<file path="config.mk">
export PLATFORM = sky130hd
export DESIGN_NAME = io_port_arbiter
export DESIGN_NICKNAME = d
export VERILOG_FILES = /design/src/rtl/io_port_arbiter.sv
export SDC_FILE = /design/constraint.sdc
export NUM_CORES = 1
export LEC_CHECK = 0
export ABC_CLOCK_PERIOD_IN_PS = 3100
export CORE_MARGIN = 2
export CORE_UTILIZATION = 66
export DETAILED_ROUTE_END_ITERATION = 8
export DONT_BUFFER_PORTS = 1
export HOLD_SLACK_MARGIN = 0.06
export PLACE_DENSITY = 0.82
export SYNTH_ARGS = -nofsm -noshare
export SYNTH_HDL_FRONTEND = slang
export SYNTH_SLANG_ARGS = --single-unit
</file>
<file path="constraint.sdc">
create_clock -name MasterClock -period 3.1 [get_ports MasterClock]
set_clock_uncertainty 0.05 [all_clocks]
set_input_delay 0.62 -clock MasterClock [delete_from_list [all_inputs] [get_ports MasterClock]]
set_output_delay 0.62 -clock MasterClock [all_outputs]
set_load 0.005 [all_outputs]
</file>
<file path="src/rtl/io_port_arbiter.sv">
// io_port_arbiter: round-robin arbiter between CPU and DSP for one I/O register bank.
module io_port_arbiter #(
  parameter logic [10:0] BASE_A = 11'h7FF,
  parameter int WAIT_STATES = 2
) (
  input  logic        MasterClock,
  input  logic        RESETL,
  input  logic        cpu_req,
  input  logic [15:0] cpu_addr,
  input  logic        cpu_wr,
  input  logic [7:0]  cpu_wdata,
  output logic        cpu_ack,
  input  logic        dsp_req,
  input  logic [15:0] dsp_addr,
  input  logic        dsp_wr,
  input  logic [7:0]  dsp_wdata,
  output logic        dsp_ack,
  output logic [7:0]  rdata,
  output logic        miss,
  output logic        io_sel,
  output logic        io_wr,
  output logic [4:0]  io_reg,
  output logic [7:0]  io_wdata,
  input  logic [7:0]  io_rdata
);
  typedef enum logic [1:0] {IDLE, ACCESS, ACK} state_t;
  state_t state, state_nx;
  logic gnt_cpu, gnt_any, hit, last_dsp, wr_l, miss_l;
  logic [15:0] addr_g;
  logic [3:0] cnt;
  // last_dsp doubles as "who owns the current access" since it only moves on a grant
  assign gnt_any = cpu_req | dsp_req;
  assign gnt_cpu = cpu_req & (~dsp_req | last_dsp);
  assign addr_g  = gnt_cpu ? cpu_addr : dsp_addr;
  assign hit     = addr_g[15:5] == BASE_A;
  assign io_sel  = state == ACCESS;
  assign io_wr   = io_sel & wr_l;
  assign cpu_ack = (state == ACK) & ~last_dsp;
  assign dsp_ack = (state == ACK) & last_dsp;
  assign miss    = (state == ACK) & miss_l;
  always_comb begin
    state_nx = state == IDLE   ? (gnt_any ? (hit ? ACCESS : ACK) : IDLE) :
               state == ACCESS ? (cnt == 4'd0 ? ACK : ACCESS) : IDLE;
  end
  always_ff @(posedge MasterClock or negedge RESETL) begin
    if (!RESETL) state <= IDLE;
    else state <= state_nx;
  end
  always_ff @(posedge MasterClock or negedge RESETL) begin
    if (!RESETL) begin
      last_dsp <= 1'b1;
      wr_l     <= 1'b0;
      miss_l   <= 1'b0;
      io_reg   <= '0;
      io_wdata <= '0;
      rdata    <= '0;
      cnt      <= '0;
    end else begin
      if (state == IDLE && gnt_any) begin
        last_dsp <= ~gnt_cpu;
        wr_l     <= gnt_cpu ? cpu_wr : dsp_wr;
        io_wdata <= gnt_cpu ? cpu_wdata : dsp_wdata;
        io_reg   <= addr_g[4:0];
        miss_l   <= ~hit;
        cnt      <= 4'(WAIT_STATES);
      end else if (state == ACCESS && cnt != 4'd0) begin
        cnt <= cnt - 4'd1;
      end
      if (state == ACCESS && cnt == 4'd0 && !wr_l) rdata <= io_rdata;
    end
  end
endmodule

</file>
==> impl_metrics.json, run 1 <==
{
  "synthSimpleGateAreaFrac_pct": 17.51,
  "rr_startpoint": "state[1]",
  "gp_congestion": 0.6672,
  "synth_edf_count": 0,
  "path_class": "flip-flop to output port",
  "setup_slack_ps": 1253,
  "top_level_ports": 88,
  "die_area_um2": 2648,
  "grt_max_degree": 33,
  "wl_per_cell_um": 16.27,
  "final-setup-viol-count": 0,
  "via_count": 975,
  "syn_to_final_growth_pct": 8.418,
  "hold_viol": 0,
  "htree_levels": 2,
  "slew_violations": 0,
  "grtUsageTotal_pct": 22.34,
  "rsz0062_at_grt": "no",
  "yosysTopAreaCell": "dfrtp_1",
  "drc_errors": 0,
  "critPathRequiredTime_ps": 2430,
  "cts_resized": 0,
  "endpoint_kind": "output port",
  "dieWidth_um": 51.46,
  "num_rows": 17,
  "power_leakage_uw": 0.0007678,
  "drv_cap": 0,
  "fillCellCount": 163,
  "synth_xor_area_share_pct": 1.768,
  "path_clk_slew_ps": 90,
  "drive_gt1_share_pct": 18.98,
  "die_h_um": 51.46,
  "placed_area_um2": 1504,
  "routed_wl_um": 2684,
  "synth_fa_ha_area_share_pct": 1.684,
  "synth_top_family_by_area": "simple AND/OR/NAND/NOR gates",
  "cts_tree": "done",
  "max_clock_freq_mhz": 541.4,
  "grt_overflow": 0,
  "synth_cell_type_count": 37,
  "io_buffers": 0,
  "dr.pass1.iters": 4,
  "antenna_found_initial": 0,
  "worstPathMaxFanout": 6,
  "dp_hpwl_um": 2113,
  "ys_seq_area_share_pct": 50.59,
  "synth.area.mux_share_pct": 15.49,
  "min_period_ps": 1847,
  "cellPowerDensity_nw_per_um2": 557.1,
  "antenna_cells": 0,
  "synthCells": 130,
  "drt-initial-drc-count": 11,
  "netlist_area_um2": 1486,
  "clock_path_buffers": 2,
  "clock_sinks": 30,
  "final_cell_area_um2": 1612,
  "slew_headroom_pct": 72.54,
  "dp_slack_ps": 1504,
  "worstSkewPairLatency_ps": 320,
  "synth_nets": 194,
  "synth_compound_area_share_pct": 10.52,
  "cp-start-kind": "flip-flop",
  "grt_pass1_vias": 1012,
  "cts-root-buf": "clkbuf_4",
  "synth_seq_cells": 30,
  "synth_flop_cell": "dfrtp_1",
  "netlist_top_cells_area": "dfrtp_1 49%, mux2i_1 9.4%, mux2_2 5.3%",
  "start_util_pct": 68.51,
  "yosysTopAreaCellShare_pct": 48.82,
  "async_flop_share_pct": 100.0,
  "yosys_warnings": 0,
  "fin_setup_tns_ps": 0,
  "nets": 200,
  "worst_slew_pin_slew_ps": 410.4,
  "slowest_stage": "dfrtp_1",
  "peakVddDrop_uv": 410.5,
  "cp_cell_sequence": "nor2b_4 -> and2_1",
  "numCtsBuffers": 5,
  "finalCritPeriodShare_pct": 59.59,
  "critPathMaxStageDelay_ps": 410,
  "grt_pass1_wl_um": 4174,
  "vias_per_cell": 5.909,
  "antenna_left": 0,
  "crit_start": "state[0]",
  "crit_arrival_ps": 1180,
  "coreArea_um2": 2170,
  "hp-class": "input pin to async pin",
  "status": "completed",
  "postSynthAreaPerCell_um2": 11.43,
  "final_util_pct": 74.28
}
## synthesized netlist by cell type, drive strengths merged, types with 2 or more instances
cell,instances
ha,2
dfrtp,29
o21ai,16
buf,3
and3b,2
nand2b,2
nand3,4
inv,2
nor2,7
nand2,17
a31oi,2
and2,2
xor2,2
mux2i,14
nand4,4
mux2,8
## area by class of cell
class	instances	area, um^2	area share [%]
inverters	2	7.507	0.4658
multi-input cells	94	701.9	43.56
flip-flops and latches	30	752.0	46.66
well taps	28	35.03	2.174
clock buffers	5	37.54	2.329
clock inverters	3	40.04	2.484
repair buffers	3	37.54	2.329
## per-stage QoR
stage	instances	total power, uW	hold slack, ps
6_report	165	897.8	83.76
5_1_grt	165	947.9	61.91
3_5_place_dp	155	604.2	275.4
2_1_floorplan	130	579.9	274.4
4_1_cts	165	910.8	70.00
3_3_place_gp	155	595.0	275.5
## worst paths after layout
kind                             to  slack (ps)  cells after the start
max in group asynchronous  rdata[1]        2150                      2
setup reg to reg           state[1]        1490                      5
hold reg to reg              miss_l         430                      1
min in group MasterClock   last_dsp         320                      1
hold / removal             last_dsp          80                      0
setup / recovery              io_wr        1250                      2
## where the power goes
part,total [uW],switching [uW],internal (uW)
registers,486,45.2,441
logic,119,65.7,53.6
clock network,292,125,167
## routing by layer
| metal | global-route usage (%) | wire length, um | up-vias | part of all wire [%] |
|---|---|---|---|---|
| met5 | 0 | 0 | - | 0 |
| met4 | 9.649 | 45 | 0 | 1.7 |
| met3 | 7.895 | 161 | 5 | 6.0 |
| met2 | 38.46 | 1432 | 42 | 53 |
| met1 | 24.75 | 1044 | 454 | 39 |
| li1 | - | - | 474 | - |
## cell usage in the layout (no fill, tap or decap), drive strengths merged, types with 2 or more instances in the layout
cell,n
inv,2
nor2,7
mux2,8
clkbuf,5
o21ai,16
ha,2
and3b,2
nand4,4
nand2,17
nand2b,2
mux2i,14
nand3,4
xor2,2
a31oi,2
dfrtp,29
clkinv,2
and2,2
buf,2
## kinds of logic after synthesis
kind of cell,after synthesis
adders and majority gates,2
DFF,30
and+or+nand+nor,43
muxes,22
xor gates and xnor gates,3
AOI/OAI and AO/OA,24
buffers and inverters,6
## repair_timing
action,4_1_cts,5_1_grt
setup buffers,0,0
hold buffers,2,0
endpoints found under the hold margin,29,0
## critical path: cells and delay by family, from the launching register on
kind | cells | cell delay (ps)
and+or+nand+nor | 2 | 450
DFF | 1 | 410
No activity file was read; power rests on OpenSTA's default activity.
==> inputs of run 2 (changes only) <==
==> config.mk (replaced) <==
export PLATFORM = sky130hd
export DESIGN_NAME = io_port_arbiter
export DESIGN_NICKNAME = d
export VERILOG_FILES = /design/src/rtl/io_port_arbiter.sv
export SDC_FILE = /design/constraint.sdc
export NUM_CORES = 1
export LEC_CHECK = 0
export ABC_CLOCK_PERIOD_IN_PS = 1750
export CORE_MARGIN = 2
export CORE_UTILIZATION = 61
export DETAILED_ROUTE_END_ITERATION = 8
export DONT_BUFFER_PORTS = 1
export HOLD_SLACK_MARGIN = 0.06
export PLACE_DENSITY = 0.77
export SYNTH_ARGS = -nofsm -noshare
export SYNTH_HDL_FRONTEND = slang
export SYNTH_SLANG_ARGS = --single-unit
==> constraint.sdc (replaced) <==
create_clock -name MasterClock -period 1.75 [get_ports MasterClock]
set_clock_uncertainty 0.05 [all_clocks]
set_input_delay 0.35 -clock MasterClock [delete_from_list [all_inputs] [get_ports MasterClock]]
set_output_delay 0.35 -clock MasterClock [all_outputs]
set_load 0.005 [all_outputs]
==> impl_metrics.json, run 2 (synthesis gave the netlist of run 1 again) <==
{
  "seq_power_share_pct": 57.3,
  "critPathRequiredTime_ps": 1910,
  "power.switching_uw": 424.2,
  "drv_cap": 0,
  "top_level_ports": 88,
  "intPower_uw": 1076,
  "power_leakage_uw": 0.0007670,
  "numCtsBuffers": 5,
  "die_area_um2": 2848,
  "slew_violations": 0,
  "worst_slew_pin_slew_ps": 413.1,
  "nets": 202,
  "io_buffers": 0,
  "worstPathMaxFanout": 3,
  "htree_levels": 2,
  "drive_gt1_share_pct": 18.71,
  "combPwrFrac_pct": 14.4,
  "cts_resized": 0,
  "coreArea_um2": 2255,
  "status": "completed",
  "grt_overflow": 0,
  "cts-root-buf": "clkbuf_4",
  "p_sw_share_pct": 28.27,
  "cts_setup_buffers": 0,
  "path_class": "flip-flop to flip-flop",
  "min_period_ps": 1679,
  "gp_congestion": 0.7053,
  "endpoint_kind": "flip-flop",
  "antenna_found_initial": 0,
  "slew_headroom_pct": 72.36,
  "finalCritPeriodShare_pct": 95.92,
  "max_clock_freq_mhz": 595.8,
  "grt_max_degree": 31,
  "drc_errors": 0,
  "cellPowerDensity_nw_per_um2": 931.0,
  "crit_arrival_ps": 1840,
  "num_rows": 17,
  "finalPower_uw": 1500,
  "grt_pass1_wl_um": 4353,
  "rsz0062_at_grt": "no",
  "start_util_pct": 65.93,
  "grt_pass1_vias": 1026,
  "routed_wl_um": 2869,
  "die_h_um": 53.37,
  "final_cell_mix": "29 x dfrtp_1, 16 x nand2_1, 15 x o21ai_0",
  "clock_sinks": 30,
  "fin_setup_tns_ps": 0,
  "slowest_stage": "or3b_4",
  "drt-initial-drc-count": 12,
  "antenna_cells": 0,
  "clock_power_share_pct": 28.3,
  "final_common_cell": "dfrtp_1",
  "dr.pass1.iters": 4,
  "critPathMaxStageDelay_ps": 410,
  "worstSkewPairLatency_ps": 320,
  "final_util_pct": 71.48,
  "cp_cell_sequence": "inv_1 -> ha_1 -> or3b_4 -> nand3_1 -> xor2_1 -> nor2_1",
  "hp-class": "input pin to flip-flop",
  "vias_per_cell": 6.024,
  "fillCellCount": 173,
  "syn_to_final_growth_pct": 8.418,
  "grtUsageTotal_pct": 22.17,
  "dp_hpwl_um": 2162,
  "clock_path_buffers": 2,
  "cp-start-kind": "flip-flop",
  "cts_tree": "done",
  "wl_per_cell_um": 17.18,
  "dieWidth_um": 53.37,
  "path_clk_slew_ps": 100,
  "via_count": 1006,
  "final-setup-viol-count": 0,
  "peakVddDrop_uv": 588.5,
  "antenna_left": 0,
  "hold_viol": 0
}
run 2: cell count changes in the layout (fill, tap and decap cells not counted):
cell,previous run,this run
buf_4,1,2
clkbuf_8,0,1
clkbuf_1,0,1
dlygate4sd3_1,1,2
clkinv_2,2,1
bufinv_16,1,0
run 2: final cells by class:
class / count / area [um^2] / share of cell area, %
flip-flops and latches: 30 / 752.0 / 46.66
multi-input cells: 94 / 701.9 / 43.56
clock buffers: 7 / 55.05 / 3.416
repair buffers: 5 / 55.05 / 3.416
well taps: 28 / 35.03 / 2.174
inverters: 2 / 7.507 / 0.4658
clock inverters: 1 / 5.005 / 0.3106
run 2: critical path, delay by kind of cell (launching register included):
family | cells | cell delay, ps
and+or+nand+nor | 3 | 600
xor gates and xnor gates | 1 | 190
adders and majority gates | 1 | 220
DFF | 1 | 390
buffers and inverters | 1 | 120
run 2: through the flow:
step	setup WS, ps	std cells	cell area (um^2)	hold slack (ps)
after floorplan	243.6	130	1486	4.409
after global placement	210.9	156	1511	5.156
after detailed placement	95.68	156	1511	5.228
after CTS	82.36	167	1612	110.5
after global routing	12.04	167	1612	94.73
final	71.46	167	1612	113.9
run 2: what timing repair did:
action | 4_1_cts | 5_1_grt
setup endpoints to repair | 0 | 0
hold buffers | 3 | 0
hold endpoints to repair | 31 | 0
run 2: power groups by stage:
stage               logic (uW)  registers, uW  clock network [uW]
global placement           187            873                   0
global route               252            875                 471
detailed placement         197            873                   0
floorplan                  175            852                   0
CTS                        219            861                 433
finish                     216            860                 425
run 2: per-layer routing:
layer | GRT usage [%] | wire [um] | part of all wire (%) | vias up
met1 | 24.82 | 1089 | 38 | 464
met5 | 0 | 0 | 0 | -
met2 | 38.07 | 1529 | 53 | 63
li1 | - | - | - | 476
met4 | 8.974 | 26 | 0.91 | 0
met3 | 7.627 | 224 | 7.8 | 3
run 2: worst paths after layout:
check	from	end	slack [ps]	depth (start not counted)
max	cnt[0]	cnt[2]	70	6
min	io_rdata[0]	rdata[0]	110	1
max reg2reg	cnt[0]	cnt[2]	70	6
min reg2reg	miss_l	miss_l	440	1
max in group asynchronous	RESETL	last_dsp	990	2
min in group asynchronous	RESETL	rdata[4]	430	2
==> inputs of run 3 (changes only) <==
--- a/config.mk
+++ b/config.mk
@@ -6,12 +6,13 @@
 export NUM_CORES = 1
 export LEC_CHECK = 0
 export ABC_CLOCK_PERIOD_IN_PS = 1750
+export CAP_MARGIN = 20
+export CORE_ASPECT_RATIO = 0.5
 export CORE_MARGIN = 2
-export CORE_UTILIZATION = 61
+export CORE_UTILIZATION = 30
 export DETAILED_ROUTE_END_ITERATION = 8
 export DONT_BUFFER_PORTS = 1
 export HOLD_SLACK_MARGIN = 0.06
-export PLACE_DENSITY = 0.77
 export SYNTH_ARGS = -nofsm -noshare
 export SYNTH_HDL_FRONTEND = slang
 export SYNTH_SLANG_ARGS = --single-unit
==> impl_metrics.json, run 3 (synthesis gave the netlist of run 1 again) <==
{
  "status": "completed",
  "power.switching_uw": 446.7,
  "gp_congestion": 0.7036,
  "finalPower_uw": 1642,
  "dp.cells": 198,
  "antenna_cells": 0,
  "dr.pass1.iters": 4,
  "cp_cell_sequence": "inv_1 -> ha_1 -> or3b_4 -> nand2_1 -> xnor2_1 -> nor2_1",
  "seq_area_um2": 752.0,
  "final_common_cell": "dfrtp_1",
  "clock_path_buffers": 2,
  "start_util_pct": 30.70,
  "die_h_um": 53.78,
  "rsz0062_at_grt": "no",
  "worstPathMaxFanout": 4,
  "path_clk_slew_ps": 60,
  "drv_cap": 0,
  "layout.cells.non_filler": 208,
  "cts-root-buf": "clkbuf_8",
  "final_cell_mix": "29 x dfrtp_1, 16 x nand2_1, 15 x o21ai_0",
  "grt_pass1_vias": 868,
  "peakVddDrop_uv": 338.5,
  "fin_setup_tns_ps": 0,
  "io_buffers": 0,
  "power_leakage_uw": 0.0007765,
  "coreArea_um2": 4842,
  "dieWidth_um": 103.5,
  "syn_to_final_growth_pct": 13.38,
  "endpoint_kind": "flip-flop",
  "wl_per_cell_um": 14.35,
  "drt-initial-drc-count": 13,
  "max_clock_freq_mhz": 622.0,
  "htree_levels": 2,
  "cellPowerDensity_nw_per_um2": 974.0,
  "p_sw_share_pct": 27.21,
  "dp_hpwl_um": 2259,
  "critPathMaxStageDelay_ps": 400,
  "clock_sinks": 30,
  "grt_pass1_wl_um": 4436,
  "drc_errors": 0,
  "hp-class": "input pin to flip-flop",
  "multi_input_area_um2": 701.9,
  "cp-start-kind": "flip-flop",
  "die_area_um2": 5568,
  "numCtsBuffers": 5,
  "critPathRequiredTime_ps": 1860,
  "combPwrFrac_pct": 12.9,
  "nets": 201,
  "clock_power_share_pct": 34.6,
  "antenna_left": 0,
  "drive_gt1_share_pct": 18.84,
  "cts_tree": "done",
  "worstSkewPairLatency_ps": 270,
  "cts_resized": 0,
  "min_period_ps": 1608,
  "slowest_stage": "or3b_4",
  "slew_headroom_pct": 67.78,
  "path_class": "flip-flop to flip-flop",
  "grt_overflow": 0,
  "seq_power_share_pct": 52.5,
  "finalCritPeriodShare_pct": 91.86,
  "slew_violations": 0,
  "crit_arrival_ps": 1720,
  "final-setup-viol-count": 0,
  "via_count": 954,
  "worst_slew_pin_slew_ps": 483.2,
  "vias_per_cell": 4.587,
  "top_level_ports": 88,
  "hold_viol": 0,
  "routed_wl_um": 2985,
  "fin_hold_ws_ps": 95.90,
  "fillCellCount": 488,
  "grtUsageTotal_pct": 10.46,
  "num_rows": 18,
  "cts_setup_buffers": 0,
  "intPower_uw": 1195,
  "grt_max_degree": 31,
  "antenna_found_initial": 0
}
==> run 3: final timing paths <==
kind                                  to  depth (start not counted)  startpoint  slack, ps
worst max-delay path              cnt[0]                          6      cnt[0]        140
worst min-delay path            last_dsp                          1     cpu_req        100
worst max register to register    cnt[0]                          6      cnt[0]        140
worst min register to register    miss_l                          1      miss_l        430
max in group asynchronous       last_dsp                          2      RESETL        940
min in group asynchronous       rdata[3]                          2      RESETL        450
==> run 3: area by class of cell <==
cell class | count | area share (%)
clock inverters | 1 | 0.2970
well taps | 70 | 5.197
inverters | 2 | 0.4454
clock buffers | 7 | 5.122
multi-input cells | 94 | 41.65
flip-flops and latches | 30 | 44.62
repair buffers | 4 | 2.673
==> run 3: metal layers <==
metal / global-route usage [%] / vias to the layer above / routed length, um
met1: 12.71 / 456 / 1259
met3: 3.753 / 0 / 134
met4: 2.703 / 0 / 0
li1: - / 476 / -
met5: 0 / - / 0
met2: 18.32 / 22 / 1591
==> run 3: metrics by stage <==
step | util (%) | setup WS, ps | instance area, um^2
5_1_grt | 34.81 | 31.98 | 1685
2_1_floorplan | - | 243.6 | 1486
6_report | 34.81 | 142.4 | 1685
4_1_cts | 34.81 | 127.1 | 1685
3_3_place_gp | 32.30 | 202.3 | 1564
3_5_place_dp | 32.30 | 142.3 | 1564
==> run 3: timing repair <==
action / in CTS / in global routing
setup endpoints to repair: 0 / 0
hold endpoints to repair: 30 / 0
hold buffers: 2 / 0
==> run 3: critical path, delay by kind of cell (launching register included) <==
kind          cells  cell delay [ps]
xor+xnor          1              140
fa+ha+maj         1              220
buf+inv           1              110
flops             1              380
simple gates      3              600
==> run 3: power by group through the flow <==
stage / Clock (uW) / Sequential, uW / Combinational (uW)
floorplan: 0 / 852 / 175
global placement: 0 / 874 / 190
detailed placement: 0 / 876 / 195
CTS: 590 / 862 / 218
global route: 630 / 873 / 245
finish: 568 / 862 / 212
